==> src/rtl/shift_deserializer.sv <==
`default_nettype none
// ============================================================================
//  Module      : shift_deserializer
//  Description : Receive end of the serial shifter link. Collects a gapped
//                serial bit stream (MSB- or LSB-first) into a WIDTH-bit word
//                and presents it on a valid/ready output port with sticky
//                overrun detection. Optional even-parity bit per frame when
//                the PARITY_CHECK_EN macro is defined.
//  Revision    : 1.0 - initial release
// ============================================================================
module shift_deserializer #(
    parameter int WIDTH = 4
) (
    input  logic             clk,
    input  logic             rst,
    input  logic             start,
    input  logic             dir,
    input  logic             sin,
    input  logic             sin_valid,
    input  logic             out_ready,
    output logic [WIDTH-1:0] y,
    output logic             out_valid,
    output logic             busy,
    output logic             overrun,
    output logic             par_err
);

    localparam int             c_cnt_w    = $clog2(WIDTH + 1);
    localparam logic [c_cnt_w-1:0] c_last_idx = c_cnt_w'(WIDTH - 1);

    localparam logic [1:0] c_st_idle = 2'd0;
    localparam logic [1:0] c_st_recv = 2'd1;
`ifdef PARITY_CHECK_EN
    localparam logic [1:0] c_st_par  = 2'd2;
`endif

    logic [1:0]         r_state;
    logic [c_cnt_w-1:0] r_count;
    logic               r_dir;
    logic [WIDTH-1:0]   r_sr;
    logic [WIDTH-1:0]   r_y;
    logic               r_out_valid;
    logic               r_overrun;

    logic               w_accept;
    logic               w_last;
    logic               w_complete;
    logic [WIDTH-1:0]   w_sr_next;
    logic [WIDTH-1:0]   w_word;

`ifdef PARITY_CHECK_EN
    logic               r_par_err;
    logic               w_par_bit;
    logic               w_perr;
`endif

    // Next shift-register value, bit acceptance and frame completion decode.
    // A start pulse always wins: the bit presented with it is ignored.
    always_comb begin
        w_sr_next = r_dir ? {sin, r_sr[WIDTH-1:1]} : {r_sr[WIDTH-2:0], sin};
        w_accept  = (r_state == c_st_recv) && sin_valid && !start;
        w_last    = w_accept && (r_count == c_last_idx);
`ifdef PARITY_CHECK_EN
        w_par_bit  = (r_state == c_st_par) && sin_valid && !start;
        w_complete = w_par_bit;
        w_word     = r_sr;
        w_perr     = (^r_sr) ^ sin;
`else
        w_complete = w_last;
        w_word     = w_sr_next;
`endif
    end

    // Frame FSM: bit counter, direction latch and shift register.
    always_ff @(posedge clk) begin
        if (rst) begin
            r_state <= c_st_idle;
            r_count <= '0;
            r_dir   <= 1'b0;
            r_sr    <= '0;
        end else if (start) begin
            // Restart from any state; any partial frame is dropped silently.
            r_state <= c_st_recv;
            r_count <= '0;
            r_dir   <= dir;
            r_sr    <= '0;
        end else begin
            case (r_state)
                c_st_recv: begin
                    if (w_accept) begin
                        r_sr <= w_sr_next;
                        if (w_last) begin
                            r_count <= '0;
`ifdef PARITY_CHECK_EN
                            r_state <= c_st_par;
`else
                            r_state <= c_st_idle;
`endif
                        end else begin
                            r_count <= r_count + 1'b1;
                        end
                    end
                end
`ifdef PARITY_CHECK_EN
                c_st_par: begin
                    if (w_par_bit) begin
                        r_state <= c_st_idle;
                    end
                end
`endif
                default: begin
                    r_state <= c_st_idle;
                end
            endcase
        end
    end

    // Output port: load word on completion, clear on handshake, flag overrun
    // when an unconsumed word is replaced.
    always_ff @(posedge clk) begin
        if (rst) begin
            r_y         <= '0;
            r_out_valid <= 1'b0;
            r_overrun   <= 1'b0;
`ifdef PARITY_CHECK_EN
            r_par_err   <= 1'b0;
`endif
        end else if (w_complete) begin
            r_y         <= w_word;
            r_out_valid <= 1'b1;
`ifdef PARITY_CHECK_EN
            r_par_err   <= w_perr;
`endif
            if (r_out_valid && !out_ready) begin
                r_overrun <= 1'b1;
            end
        end else if (r_out_valid && out_ready) begin
            r_out_valid <= 1'b0;
        end
    end

    assign y         = r_y;
    assign out_valid = r_out_valid;
    assign busy      = (r_state != c_st_idle);
    assign overrun   = r_overrun;
`ifdef PARITY_CHECK_EN
    assign par_err   = r_par_err;
`else
    assign par_err   = 1'b0;
`endif

endmodule
`default_nettype wire

==> config.mk <==
export PLATFORM = sky130hd
export DESIGN_NAME = shift_deserializer
export DESIGN_NICKNAME = d
export VERILOG_FILES = /design/src/rtl/shift_deserializer.sv
export SDC_FILE = /design/constraint.sdc
export NUM_CORES = 1
export LEC_CHECK = 0
export CORE_MARGIN = 10
export CORE_UTILIZATION = 38
export CTS_CLUSTER_SIZE = 16
export DETAILED_ROUTE_END_ITERATION = 12
export PLACE_DENSITY = 0.66
export SETUP_SLACK_MARGIN = 0.3
export SLEW_MARGIN = 20
export SYNTH_ARGS = -nofsm -noshare
export SYNTH_HDL_FRONTEND = slang
export SYNTH_SLANG_ARGS = --single-unit
==> constraint.sdc <==
create_clock -name clk -period 1.6 [get_ports clk]
set_input_delay 0.16 -clock clk [delete_from_list [all_inputs] [get_ports clk]]
set_output_delay 0.16 -clock clk [all_outputs]
set_load 0.05 [all_outputs]
==> qor.txt <==
outcome: completed
core area: 1560 um^2
Reg2Reg Depth: 4
Worst Path Max Fanout: 6
largest net degree at the start of global routing: 13
Avg Synthesized Cell Area: 9.60 um^2
post-DP HPWL: 1000 um
Synth Instances: 68
Setup crit end kind: flip-flop
Initial DRC Count: 5
VDD IR max: 0.000556 V
area delta synth->final: 30.7%
DRT Wirelength: 1300 um
placed standard-cell area: 777 um^2
RR Endpoint: y[2]
setup TNS: 0 ns
area share of the largest cell type after synthesis: 46.0%
antenna violation net count after detailed routing: 0
Startpoint Class: flip-flop
DP Cell Count: 94
hold path cells: 2
GP Congestion: 0.700
clock sinks: 15
Max Fclk: 795 MHz
largest area contributor in the netlist: dfxtp_1
Static Leak: 0.333 nW
drt drc: 0
power density over the cells: 781 nW/um^2
Final Hold Fails: 0
gr usage total: 6.88%
Area contributors post-synth: dfxtp_1, mux2i_1, a211oi_1, nand2b_1, or4_1
Root Buffer: clkbuf_4
Power, Total: 0.667 mW
Port Buf Inserts: 13
RSZ-0062 raised after global routing: yes
Worst R2R Start: r_count[1]
chip height: 61.5 um
commonest cells after routing, fill and taps aside: buf_4, dfxtp_1, nand2b_1, nor2_1, clkdlybuf4s50_1
final critical-path share of the clock period: 78.7%
hold_sp: r_count[2]
Top Metal Used: met4
area of the multi-input gates: 332 um^2
chip width: 61.5 um
first-pass GRT wire length: 2000 um
Synth cell types: 23
Pins Over Slew Limit: 0
register area: 307 um^2
skew final: 0.00417 ns
grt ovf: 0
Cell Count, Final, Fillers Out: 102
Crit Path Class: flip-flop to flip-flop
Yosys reg bits: 15
starting density of the core: 41.9%
register area share after synthesis: 46.0%
antenna violations before repair: 0
WL per Instance: 12.8 um
WL met1: 602 um
syn nets: 76
# setup viols final: 0
Nets: 95
Cell Area, Synth: 653 um^2
# rows: 14
H-tree levels: 1
DIE AREA: 3780 um^2
CP arrival: 1.46 ns
# Max-Cap Violations: 0
metal2 WL: 547 um
Clk pin slew, worst setup/hold paths: 0.08 ns
most common cell after layout, fill and taps aside: buf_4
CTS tree: built
Fill cells: 151
Finished Cell Area: 853 um^2
Yosys warning count: 0
clock buffer depth: 2
Boundary Pins: 15
CTS Buf Count: 3
hold path endpoint: r_count[2]
vias in the first global route: 436
final critical-path required period: 1.26 ns
required time worst endpoint: 1.80 ns
n_diodes: 0
reg-to-reg slack, setup: 0.34 ns
DR vias/cell: 4.93
vias post-DR: 503
final core utilization: 54.7%
Clk Latency, worst-skew pair: 0.27 ns
drt first pass iters: 4
Min-Delay Path Class: flip-flop to flip-flop
share of layout cells above drive strength 1: 27.9%
met3 wire length: 146 um
[flip-flops by register name (all words and copies together), names as in the netlist]
name,count
overrun,1
out_valid,1
r_sr,4
r_count,3
r_state,1
r_dir,1
y,4
[routing by layer]
layer	vias up	global-route usage [%]
met3	2	3.70
met5	-	0
met2	13	9.62
met4	0	2.87
li1	270	-
met1	218	8.56
[critical path, stage by stage (launching register included)]
cell and delay, ns:
dfxtp_2 0.36, ha_4 0.15, nand4b_4 0.12, or4_1 0.48
o21ai_0 0.08
[report_power, final]
group / total [mW] / switching [mW] / internal, mW
clock: 0.207 / 0.110 / 0.0965
combinational: 0.0726 / 0.0375 / 0.0352
sequential: 0.387 / 0.00820 / 0.379
total: 0.667 / 0.156 / 0.511
[logic make-up after synthesis]
group                    after synthesis  share of synthesized area, %
buffers and inverters                  7                          5.55
multiplexers                           5                          7.66
other                                  1                         0.574
AND/OR/NAND/NOR                       26                          25.1
flip-flops                            15                          46.0
AO/OA/AOI/OAI                         12                          11.9
XOR/XNOR                               1                          1.34
adder cells (fa/ha/maj)                1                          1.92
[worst max-delay path by stage]
stage                from    to  slack (ns)  depth (start not counted)
6_report       r_count[1]  y[2]        0.34                          4
5_1_grt        r_count[1]  y[2]        0.26                          4
2_1_floorplan  r_count[0]  y[0]        0.33                          4
3_3_place_gp    sin_valid  y[2]        0.14                          4
4_1_cts        r_count[0]  y[2]        0.30                          4
3_5_place_dp    sin_valid  y[2]        0.13                          4
[final cells by class]
class,count,share of cell area (%)
timing repair buffer,20,19.4
multi-input combinational,46,38.9
clock buffer,4,3.08
inverter,1,0.440
sequential,15,35.9
tap,16,2.35
[cell usage after synthesis]
cell type and instances:
nand2b_1 6, a21oi_1 1, nor3_1 3, a211oi_1 5, xnor2_1 1, or2_0 1, buf_2 2, nand3_1 1
nor2b_1 1, and2_1 1, o21ai_0 5, inv_1 1, mux2i_1 5, conb_1 1, or2b_1 1, or4_1 4
clkbuf_1 2, buf_4 2, nand4b_4 1, dfxtp_1 15, ha_1 1, nor2_1 7, o21ba_2 1
[what timing repair did]
| action | CTS | global route |
|---|---|---|
| pin swaps | 1 | 0 |
| resized for setup | 4 | 4 |
| endpoints found under the setup margin | 5 | 4 |
| buffers inserted | 0 | 4 |
| hold buffers | 0 | 0 |
[metrics by stage]
stage	setup slack, ns	hold WS (ns)
finish	0.341	0.454
global route	0.265	0.483
floorplan	0.325	0.307
CTS	0.302	0.452
global placement	0.139	0.432
detailed placement	0.127	0.437
(Power assumes the default switching activity.)
